<file path="config.mk">
export PLATFORM = sky130hd
export DESIGN_NAME = i2c_slave
export DESIGN_NICKNAME = d
export VERILOG_FILES = /design/src/rtl/i2c_pkg.sv /design/src/rtl/i2c_sync_edge.sv /design/src/rtl/i2c_slave.sv
export SDC_FILE = /design/constraint.sdc
export NUM_CORES = 1
export LEC_CHECK = 0
export BUFFER_PORTS_ARGS = -buffer_cell sky130_fd_sc_hd__buf_4
export CAP_MARGIN = 0
export CORE_ASPECT_RATIO = 0.75
export CORE_MARGIN = 3
export CORE_UTILIZATION = 28
export CTS_CLUSTER_DIAMETER = 50
export DETAILED_ROUTE_END_ITERATION = 6
export GPL_TIMING_DRIVEN = 0
export RECOVER_POWER = 25
export SLEW_MARGIN = 20
export SYNTH_ARGS = -nofsm -noshare
export SYNTH_HDL_FRONTEND = slang
export SYNTH_HIERARCHICAL = 1
export SYNTH_SLANG_ARGS = --single-unit
</file>
<file path="constraint.sdc">
create_clock -name clk -period 4.4 [get_ports clk]
set_input_delay 0.66 -clock clk [delete_from_list [all_inputs] [get_ports clk]]
set_output_delay 0.66 -clock clk [all_outputs]
set_load 0.02 [all_outputs]
</file>
<file path="src/rtl/i2c_pkg.sv">
// Shared I2C definitions: FSM state encoding and bus-level ACK/NACK values.
// Used by the target here and by the I2C master blocks.
package i2c_pkg;

    typedef enum logic [2:0] {
        StIdle,
        StAddr,
        StAddrAck,
        StRx,
        StRxAck,
        StTx,
        StTxAck
    } i2c_state_e;

    localparam logic ACK  = 1'b0;
    localparam logic NACK = 1'b1;

endpackage

</file>
<file path="src/rtl/i2c_sync_edge.sv">
// Synchronizes raw SCL/SDA into clk and derives SCL edges plus START/STOP
// from the synchronized levels only.
module i2c_sync_edge #(
    parameter int unsigned SYNC_STAGES = 2
) (
    input  logic clk_i,
    input  logic rst_i,
    input  logic scl_i,
    input  logic sda_i,
    output logic sda_o,
    output logic scl_rise_o,
    output logic scl_fall_o,
    output logic start_o,
    output logic stop_o
);

    logic [SYNC_STAGES-1:0] scl_sync_q;
    logic [SYNC_STAGES-1:0] sda_sync_q;
    logic                   scl_hist_q;
    logic                   sda_hist_q;
    logic                   scl_s;
    logic                   sda_s;

    // Reset to 1s so an idle bus produces no spurious edges.
    always_ff @(posedge clk_i) begin
        if (rst_i) begin
            scl_sync_q <= '1;
            sda_sync_q <= '1;
            scl_hist_q <= 1'b1;
            sda_hist_q <= 1'b1;
        end else begin
            scl_sync_q[0] <= scl_i;
            sda_sync_q[0] <= sda_i;
            for (int i = 1; i < SYNC_STAGES; i++) begin
                scl_sync_q[i] <= scl_sync_q[i-1];
                sda_sync_q[i] <= sda_sync_q[i-1];
            end
            scl_hist_q <= scl_s;
            sda_hist_q <= sda_s;
        end
    end

    assign scl_s      = scl_sync_q[SYNC_STAGES-1];
    assign sda_s      = sda_sync_q[SYNC_STAGES-1];
    assign sda_o      = sda_s;
    assign scl_rise_o = scl_s & ~scl_hist_q;
    assign scl_fall_o = ~scl_s & scl_hist_q;
    assign start_o    = scl_s & scl_hist_q & sda_hist_q & ~sda_s;
    assign stop_o     = scl_s & scl_hist_q & ~sda_hist_q & sda_s;

endmodule

</file>
<file path="src/rtl/i2c_slave.sv">
// I2C target: 7-bit address match, byte receive with unconditional ACK and
// byte transmit fed through a tx_req/tx_data handshake.
module i2c_slave
    import i2c_pkg::*;
#(
    parameter logic [6:0]  SLAVE_ADDR  = 7'h50,
    parameter int unsigned SYNC_STAGES = 2
) (
    input  logic       clk,
    input  logic       rst,
    input  logic       scl_in,
    input  logic       sda_in,
    output logic       sda_oe,
    input  logic [7:0] tx_data,
    output logic       tx_req,
    output logic [7:0] rx_data,
    output logic       rx_valid,
    output logic       busy,
    output logic       rw,
    output logic       stop_det
);

    logic sda_s;
    logic scl_rise;
    logic scl_fall;
    logic start;
    logic stop;

    i2c_sync_edge #(
        .SYNC_STAGES(SYNC_STAGES)
    ) u_sync_edge (
        .clk_i     (clk),
        .rst_i     (rst),
        .scl_i     (scl_in),
        .sda_i     (sda_in),
        .sda_o     (sda_s),
        .scl_rise_o(scl_rise),
        .scl_fall_o(scl_fall),
        .start_o   (start),
        .stop_o    (stop)
    );

    i2c_state_e state_q, state_d;
    logic [2:0] bit_cnt_q, bit_cnt_d;
    logic [7:0] shift_q, shift_d;
    logic [7:0] rx_data_q, rx_data_d;
    logic       rx_valid_q, rx_valid_d;
    logic       busy_q, busy_d;
    logic       rw_q, rw_d;
    logic       stop_det_q, stop_det_d;
    logic       sda_oe_q, sda_oe_d;
    logic       tx_req_c;
    logic [7:0] byte_in;

    assign byte_in = {shift_q[6:0], sda_s};

    always_comb begin
        state_d    = state_q;
        bit_cnt_d  = bit_cnt_q;
        shift_d    = shift_q;
        rx_data_d  = rx_data_q;
        rx_valid_d = 1'b0;
        busy_d     = busy_q;
        rw_d       = rw_q;
        stop_det_d = 1'b0;
        sda_oe_d   = sda_oe_q;
        tx_req_c   = 1'b0;

        if (stop) begin
            state_d    = StIdle;
            sda_oe_d   = 1'b0;
            busy_d     = 1'b0;
            stop_det_d = 1'b1;
        end else if (start) begin
            state_d   = StAddr;
            bit_cnt_d = 3'd0;
            sda_oe_d  = 1'b0;
            busy_d    = 1'b0;
        end else begin
            unique case (state_q)
                StIdle: ;
                StAddr: begin
                    if (scl_rise) begin
                        shift_d   = byte_in;
                        bit_cnt_d = bit_cnt_q + 3'd1;
                        if (bit_cnt_q == 3'd7) begin
                            if (byte_in[7:1] == SLAVE_ADDR) begin
                                rw_d    = byte_in[0];
                                busy_d  = 1'b1;
                                state_d = StAddrAck;
                            end else begin
                                state_d = StIdle;
                            end
                        end
                    end
                end
                // sda_oe doubles as the phase flag: the first fall starts the ACK
                // bit, the second fall ends it.
                StAddrAck: begin
                    if (scl_fall) begin
                        if (!sda_oe_q) begin
                            sda_oe_d = ~ACK;
                        end else if (!rw_q) begin
                            state_d   = StRx;
                            sda_oe_d  = 1'b0;
                            bit_cnt_d = 3'd0;
                        end else begin
                            state_d   = StTx;
                            tx_req_c  = 1'b1;
                            shift_d   = tx_data;
                            sda_oe_d  = ~tx_data[7];
                            bit_cnt_d = 3'd0;
                        end
                    end
                end
                StRx: begin
                    if (scl_rise) begin
                        shift_d   = byte_in;
                        bit_cnt_d = bit_cnt_q + 3'd1;
                        if (bit_cnt_q == 3'd7) begin
                            rx_data_d  = byte_in;
                            rx_valid_d = 1'b1;
                            state_d    = StRxAck;
                        end
                    end
                end
                StRxAck: begin
                    if (scl_fall) begin
                        if (!sda_oe_q) begin
                            sda_oe_d = ~ACK;
                        end else begin
                            sda_oe_d = 1'b0;
                            state_d  = StRx;
                        end
                    end
                end
                StTx: begin
                    if (scl_fall) begin
                        bit_cnt_d = bit_cnt_q + 3'd1;
                        if (bit_cnt_q == 3'd7) begin
                            sda_oe_d = 1'b0;
                            state_d  = StTxAck;
                        end else begin
                            shift_d  = {shift_q[6:0], shift_q[7]};
                            sda_oe_d = ~shift_q[6];
                        end
                    end
                end
                // Entered on a fall, so the only fall seen here follows the ACK rise.
                StTxAck: begin
                    if (scl_rise && sda_s == NACK) begin
                        state_d = StIdle;
                        busy_d  = 1'b0;
                    end else if (scl_fall) begin
                        state_d   = StTx;
                        tx_req_c  = 1'b1;
                        shift_d   = tx_data;
                        sda_oe_d  = ~tx_data[7];
                        bit_cnt_d = 3'd0;
                    end
                end
                default: begin
                    state_d  = StIdle;
                    sda_oe_d = 1'b0;
                    busy_d   = 1'b0;
                end
            endcase
        end
    end

    always_ff @(posedge clk) begin
        if (rst) begin
            state_q    <= StIdle;
            bit_cnt_q  <= 3'd0;
            shift_q    <= 8'h00;
            rx_data_q  <= 8'h00;
            rx_valid_q <= 1'b0;
            busy_q     <= 1'b0;
            rw_q       <= 1'b0;
            stop_det_q <= 1'b0;
            sda_oe_q   <= 1'b0;
        end else begin
            state_q    <= state_d;
            bit_cnt_q  <= bit_cnt_d;
            shift_q    <= shift_d;
            rx_data_q  <= rx_data_d;
            rx_valid_q <= rx_valid_d;
            busy_q     <= busy_d;
            rw_q       <= rw_d;
            stop_det_q <= stop_det_d;
            sda_oe_q   <= sda_oe_d;
        end
    end

    assign sda_oe   = sda_oe_q;
    assign tx_req   = tx_req_c & ~rst;
    assign rx_data  = rx_data_q;
    assign rx_valid = rx_valid_q;
    assign busy     = busy_q;
    assign rw       = rw_q;
    assign stop_det = stop_det_q;

endmodule
</file>
## Word level (Yosys, flattened, before mapping)

Index checks and enable logic that the tools add are counted.

- Input port bits: 12
- Bits in registers: 33
- Output and inout bits: 14

- Bitwise logic cells: 22
- Reductions and logical operators: 18
- Equality and inequality tests: 41
- Add/sub/neg operators: 1
- Multiplexer cells: 58

Operators by type and width:

| operator | count |
|---|---|
| 2-to-1 mux 8 bit | 8 |
| 2-to-1 mux 3 bit | 20 |
| inequality test 3 bit, second input constant | 13 |
| inequality test 2 bit, second input constant | 17 |
| case mux 8 bit (4 select lines) | 1 |
| AND reduction 12 bit | 2 |
| 2-to-1 mux 1 bit | 23 |
| case mux 3 bit (7 select lines) | 1 |
| inverter 1 bit | 14 |
| == test 3 bit, second input constant | 4 |
| case mux 3 bit (4 select lines) | 1 |
| AND reduction 6 bit | 2 |
| AND reduction 11 bit | 1 |
| AND reduction 5 bit | 2 |
| OR reduction 5 bit | 2 |
| AND 1 bit | 8 |
| AND reduction 8 bit | 1 |
| == test 7 bit, second input constant | 1 |
| == test 3 x 2 -> 1 bit, second input constant | 2 |
| OR reduction 3 bit | 2 |
| case mux 1 bit (5 select lines) | 1 |
| nonzero test 5 bit | 1 |
| inequality test 4 bit, second input constant | 1 |
| nonzero test 4 bit | 1 |
| 10 further kinds | 11 |

## Depth between registers and ports, before layout

Gate-level depths: netlist (run 1).

- Word-level depth: 8
- Gate-level depth with buffers: 8

## Modules after synthesis

Netlist (run 1), hierarchy kept.

By module, submodules not included:

| module | area each (um^2) | instances | cells an instance |
|---|---|---|---|
| i2c_slave | 1579.0 | 1 | 175 |
| i2c_sync_edge | 190.2 | 1 | 16 |

## Worst setup path before layout (run 1)

No wires, ideal clock.

- Path type: reg2out
- Start: register u_sync_edge.sda_sync_q[1]
- End: output port tx_req
- Arrival time: 1.411 ns
- Stages on the path, launching flop included: 5
- Data required time: 3.740 ns
- Slack: 2.329 ns
- Buffers on the path: 0
- Cell sequence: dfxtp_1 and4b_1 nor3_1 nand3_1 a21oi_1

RTL lines:

| item | RTL line | text |
|---|---|---|
| from (decl) | i2c_sync_edge.sv:18 | `logic [SYNC_STAGES-1:0] sda_sync_q;` |
| from (signal, indexed assignment) | i2c_sync_edge.sv:36 | `sda_sync_q[i] <= sda_sync_q[i-1];` |
| inverter 1 bit | i2c_sync_edge.sv:48 | `assign start_o = scl_s & scl_hist_q & sda_hist_q & ~sda_s;` |
| AND 1 bit | i2c_sync_edge.sv:48 |  |
| via start | i2c_slave.sv:26 | `logic start;` |
| 2-to-1 mux 1 bit | i2c_slave.sv:74 | `end else if (start) begin` |
| 2-to-1 mux 1 bit | i2c_slave.sv:69 | `if (stop) begin` |
| AND 1 bit | i2c_slave.sv:196 | `assign tx_req = tx_req_c & ~rst;` |
| to (decl) | i2c_slave.sv:15 | `output logic tx_req,` |

The timed path passes the listed nets, and every way through them passes these cells.

## Worst setup path after layout (run 1)

- Start: register u_sync_edge.sda_sync_q[1]
- End: output port tx_req

RTL lines:

| item | RTL line | text |
|---|---|---|
| AND 1 bit | i2c_sync_edge.sv:49 | `assign stop_o = scl_s & scl_hist_q & ~sda_hist_q & sda_s;` |
| via stop | i2c_slave.sv:27 | `logic stop;` |
| 2-to-1 mux 1 bit | i2c_slave.sv:69 |  |
| AND 1 bit | i2c_slave.sv:196 |  |

The timed path passes the listed nets, and every way through them passes these cells.

==> flow_summary.toml, run 1 <==
[routing]
antenna_left = 0
vias = 1481
drtIter0Drc = 79
wl_um = 4169
route.detailed.drc = 0
routed_via_density = 4.904
drt_pass1_iterations = 4
wire_per_inst_um = 13.80

[min_path]
hold_class = "reg2reg"

[place]
place_inst = 294
place_hpwl_um = 3047
dp_worst_setup_slack_ns = 2.059
globalplace.congestion = 0.9373
port-buffer-count = 25

[sta]
setup_viol = 0
relSlewSlack_pct = 56.51
final.setup.tns_ns = 0
fin_crit_ns = 2.621
finalHoldViolations = 0
rsz0062_at_grt = "false"
timing.final.crit_share_pct = 59.57
setup_ws_ns = 1.779
worst_slew_pin_slew_ns = 0.6523
slew_viol_final = 0
clock_skew_ns = 0.006437
clock.fmax_mhz = 381.5

[floorplan]
die_y_um = 74.84
fp.dieW_um = 97.79
num_io_pins = 26
start_util_pct = 29.61
dieArea_sq_um = 7318
core_area_sq_um = 5976
num_rows = 24

[critical_path]
worstPathCellList = "and4b_1 > clkbuf_1 > nor3_1 > nand3_1 > a21oi_1 > buf_4"
cp.required_ns = 3.74
crit_arrival_ns = 1.96
crit_type = "reg2out"
cp_slowest_stage_delay_ns = 0.42
setup.worst_path.start_class = "flop"
path_max_fanout = 9
slowest_stage = "nor3_1"
critPathCaptureType = "output pin"

[status]
status = "complete, no violations"

[synth]
ys_ff_latch = 33
synth_seq_area_share_pct = 37.34
synth_nets = 206
yosys.area.top_type = "dfxtp_1"
synth_cell_types = 51
syn_inst = 191
synth.most_common_cell = "dfxtp_1"
async_reset_ff_share_pct = 0
synth_top_area_share_pct = 37.34
synth_edf_count = 0
yosysWarnings = 6
synth_area_leaders = "dfxtp_1 37%, mux2i_1 10%, nor2_1 5.3%, a211oi_2 5.0%, nand2_1 2.5%"
syn_area_per_cell_sq_um = 9.263
syn_area_sq_um = 1769
synthFlopType = "dfxtp_1"
synthTopCellsByCount = "33 x dfxtp_1, 25 x nor2_1, 18 x mux2i_1"

[clock_network]
path_clk_slew_ns = 0.07
cts_buffers = 5
clockBufferDepth = 2
cts_tree = "yes"
clock-sinks = 33
cts_resized = 0
clk_latency_ns = 0.28
root_buffer = "clkbuf_8"
htree_levels = 2
postCtsSetupRepairBufs = 0
cts_hold_buffers = 0

[final_layout]
fin_cells = 302
n_fill_cell = 632
antennaDiodeCount = 0
drive_above_1_share_pct = 25.00
area_growth_pct = 19.31
nets = 238

[global_route]
grt_pass1_vias = 1388
grt_usage_pct = 12.28
grt.overflow.total = 0
grt_antenna_before_repair = 0
grt_max_degree = 13
grt_pass1_wl_um = 7141

[power_and_ir_drop]
irDropWorstVdd_v = 0.0001337
leakagePower_nw = 0.8273
powerDensity_nw_per_um2 = 265.4

[job]
drv_cap = 0
[cells in the final DEF (no fill, tap or decap), types with 3 or more instances in the layout]
| cell type | Yosys | routed |
|---|---|---|
| clkbuf_1 | 3 | 10 |
| dfxtp_1 | 33 | 33 |
| nor2_2 | 3 | 3 |
| buf_4 | 1 | 21 |
| nor2b_1 | 4 | 4 |
| nor3_1 | 3 | 3 |
| nand2_1 | 12 | 12 |
| nand3b_1 | 4 | 4 |
| inv_1 | 3 | 3 |
| a211oi_2 | 7 | 7 |
| clkbuf_8 | 0 | 5 |
| a31oi_1 | 3 | 3 |
| nand2b_1 | 3 | 3 |
| o22ai_1 | 4 | 4 |
| or2_1 | 6 | 6 |
| nor2_1 | 25 | 25 |
| nand3_1 | 5 | 5 |
| ha_1 | 3 | 3 |
| a21oi_1 | 5 | 5 |
| buf_2 | 4 | 4 |
| mux2i_1 | 18 | 18 |
[worst paths after layout]
check / depth (start not counted) / endpoint / from / slack, ns
worst min-delay path: 1 / u_sync_edge/scl_sync_q[1] / u_sync_edge/scl_sync_q[0] / 0.41
worst max register to register: 8 / shift_q[2] / u_sync_edge/sda_sync_q[1] / 2.18
worst min register to register: 1 / u_sync_edge/scl_sync_q[1] / u_sync_edge/scl_sync_q[0] / 0.41
worst max-delay path: 6 / tx_req / u_sync_edge/sda_sync_q[1] / 1.78
[registers in the layout, indices dropped and copies added, names as in the netlist]
register                count
rw                          1
rx_valid                    1
u_sync_edge/sda_hist_q      1
bit_cnt_q                   3
u_sync_edge/scl_sync_q      2
stop_det                    1
rx_data                     8
sda_oe                      1
u_sync_edge/sda_sync_q      2
busy                        1
state_q                     3
u_sync_edge/scl_hist_q      1
shift_q                     8
[per-layer routing]
layer  GRT usage, %  up-vias  part of all wire (%)
met3          3.611        7                   5.9
met4          4.455        0                   1.4
met2          16.86       39                    40
met1          18.10      679                    52
met5              0        -                     0
li1               -      756                     -
[cell families after synthesis]
kind of cell    share of synthesized area, %
simple gates                           27.09
compound gates                         17.61
mux                                    10.82
flops                                  37.34
buf+inv                                5.021
fa+ha+maj                              2.122
[critical path, delay by kind of cell (launching register included)]
family                 cells  cell delay (ns)
AND/OR/NAND/NOR            3             0.75
flip-flops                 1             0.40
buffers and inverters      2             0.37
AO/OA/AOI/OAI              1             0.15
[area by class of cell]
cell class | count | area (sq um) | share of cell area, %
multi-input combinational | 143 | 1020 | 48.31
sequential | 33 | 660.6 | 31.30
timing repair buffer | 25 | 168.9 | 8.002
tap | 78 | 97.59 | 4.624
clock buffer | 6 | 72.57 | 3.438
buffer | 12 | 70.07 | 3.320
inverter | 3 | 11.26 | 0.5335
clock inverter | 2 | 10.01 | 0.4742
[through the flow]
step                      util, %  hold slack (ns)  area, sq um  total power, mW
final                       35.32           0.4050         2111           0.5602
after global routing        35.32           0.4296         2111           0.5871
after CTS                   35.76           0.4113         2137           0.5729
after detailed placement    34.38           0.3946         2054           0.3509
after global placement      34.38           0.3863         2054           0.3512
after floorplan                 -           0.3832         1769           0.3346
[power breakdown]
part | internal (mW) | leakage (nW) | switching (mW)
Sequential | 0.302 | 0.267 | 0.00206
Clock | 0.109 | 0.0450 | 0.108
Combinational | 0.0173 | 0.515 | 0.0222
Power figures use the tool's default switching activity.
==> inputs of run 2 (changes only) <==
ABC_AREA = 1   (was unset)
clock period = 2.6 ns   (was 4.4 ns; I/O delays follow)
==> run 2 against run 1 <==
Critical path depth stayed put. Final area up 8.6%. Synthesized area grew 8.4%. Via count increased by 30%. Combinational power rose to 21 times the previous value.
==> flow_summary.toml, run 2 <==
[critical_path]
worstPathCellList = "inv_1 > nor2_1 > nand2_1 > nand2_1 > a21oi_1 > buf_4"
cp.required_ns = 2.21
path_max_fanout = 6
critPathTopFamily = "simple AND/OR/NAND/NOR gates"
r2r-end = "rx_data[6]"
reg2reg_depth = 9
path_common_cell = "nand2_1"
critPathCaptureType = "output pin"
critical_path_buf_inv_count = 2
rrSetupSlack_ns = 0.72
slowest_stage = "dfxtp_1"
crit_arrival_ns = 1.71
cp_slowest_stage_delay_ns = 0.35
setup.worst_path.start_class = "flop"
r2r_start = "u_sync_edge/sda_sync_q[1]"
crit_type = "reg2out"

[clock_network]
root_buffer = "clkbuf_8"
clock-sinks = 33
cts_resized = 0
postCtsSetupRepairBufs = 0
clockBufferDepth = 2
path_clk_slew_ns = 0.07
cts_buffers = 5
cts_hold_buffers = 0
clk_latency_ns = 0.29
htree_levels = 2
cts_tree = "yes"

[min_path]
hp-start = "scl_in"
hold_class = "in2reg"
min_to = "u_sync_edge/scl_sync_q[0]"
hold_path_depth = 2

[sta]
final.setup.tns_ns = 0
clock.fmax_mhz = 475.4
whs_ns = 0.2810
slew_viol_final = 0
clock_skew_ns = 0.009631
timing.final.crit_share_pct = 80.90
worst_slew_pin_slew_ns = 0.4233
fin_crit_ns = 2.103
finalHoldViolations = 0
relSlewSlack_pct = 71.68
setup_viol = 0
rsz0062_at_grt = "false"

[routing]
highest_layer = "met4"
met2_length_um = 1981
wl_um = 5008
drtIter0Drc = 256
drt_pass1_iterations = 4
routed_via_density = 4.800
antenna_left = 0
wl_met1_um = 2694
wire_per_inst_um = 12.52
route.detailed.drc = 0
vias = 1920
wl_met3_um = 298

[final_layout]
final_core_util_pct = 35.40
final_cell_mix = "65 x nand2_1, 43 x nor2_1, 33 x dfxtp_1"
drive_above_1_share_pct = 16.93
antennaDiodeCount = 0
nets = 334
layout_commonest_cell = "nand2_1"
area_growth_pct = 19.50
n_fill_cell = 685
fin_cells = 400

[global_route]
grt_max_degree = 11
grt_pass1_wl_um = 8245
grt.overflow.total = 0
grt_usage_pct = 13.18
grt_pass1_vias = 1673
grt_antenna_before_repair = 0

[synth]
synthTopCellsByCount = "65 x nand2_1, 43 x nor2_1, 33 x dfxtp_1"
synth_seq_area_share_pct = 34.44
synthFlopType = "dfxtp_1"
synth_edf_count = 0
synth_area_leaders = "dfxtp_1 34%, nand2_1 13%, nor2_1 8.4%, nand3_1 7.6%, a21oi_1 6.8%"
yosys.area.top_type = "dfxtp_1"
syn_inst = 287
synth_nets = 302
async_reset_ff_share_pct = 0
syn_area_per_cell_sq_um = 6.683
ys_ff_latch = 33
synth_top_area_share_pct = 34.44
synth.most_common_cell = "nand2_1"
yosysWarnings = 6
syn_area_sq_um = 1918
synth_cell_types = 28

[floorplan]
die_y_um = 77.68
fp.dieW_um = 101.6
start_util_pct = 29.62
num_rows = 25
num_io_pins = 26
core_area_sq_um = 6475
dieArea_sq_um = 7890

[place]
port-buffer-count = 25
place_inst = 393
globalplace.congestion = 0.8973
place_hpwl_um = 3801

[power_and_ir_drop]
leakagePower_nw = 1.084
irDropWorstVdd_v = 0.0002830
powerDensity_nw_per_um2 = 853.8

[status]
status = "complete, no violations"

[job]
drv_cap = 0
==> run 2: how the worst max path moves through the flow <==
| stage | cells after the start | slack, ns | from | to |
|---|---|---|---|---|
| 2_1_floorplan | 7 | 0.98 | u_sync_edge/scl_sync_q[1] | tx_req |
| 3_3_place_gp | 7 | 0.78 | rst | tx_req |
| 3_5_place_dp | 7 | 0.78 | rst | tx_req |
| 4_1_cts | 8 | 0.49 | u_sync_edge/sda_sync_q[1] | tx_req |
| 5_1_grt | 6 | 0.26 | u_sync_edge/scl_sync_q[1] | tx_req |
| 6_report | 6 | 0.50 | u_sync_edge/scl_sync_q[1] | tx_req |
==> run 2: final cells by class <==
class / count / area [sq um] / area share [%]
timing repair buffer: 25 / 168.9 / 7.369
inverter: 30 / 112.6 / 4.913
clock inverter: 2 / 35.03 / 1.528
sequential: 33 / 660.6 / 28.82
tap: 81 / 101.3 / 4.421
buffer: 9 / 73.82 / 3.221
multi-input combinational: 215 / 1071 / 46.72
clock buffer: 5 / 68.82 / 3.002
==> run 2: logic make-up after synthesis <==
group	Yosys count	synth area share [%]
buffers and inverters	39	9.719
AOI/OAI and AO/OA	46	12.33
DFF	33	34.44
and+or+nand+nor	166	41.55
adders and majority gates	3	1.957
==> run 2: through the flow <==
step / setup WS (ns) / power (mW) / cell area (sq um)
floorplan: 0.9809 / 1.296 / 1918
global placement: 0.7763 / 1.468 / 2207
detailed placement: 0.7757 / 1.476 / 2207
CTS: 0.4901 / 1.956 / 2311
global route: 0.2618 / 2.111 / 2292
finish: 0.4965 / 1.957 / 2292
==> run 2: routing by layer <==
layer	up-vias	track usage (%)
li1	982	-
met1	877	21.60
met2	56	17.17
met3	5	2.606
met4	0	2.789
met5	-	0
==> run 2: report_power, final <==
part	internal, mW	total, mW	switching [mW]
Combinational	0.298	0.814	0.516
Clock	0.279	0.479	0.200
Sequential	0.597	0.664	0.0669
Total	1.17	1.96	0.783
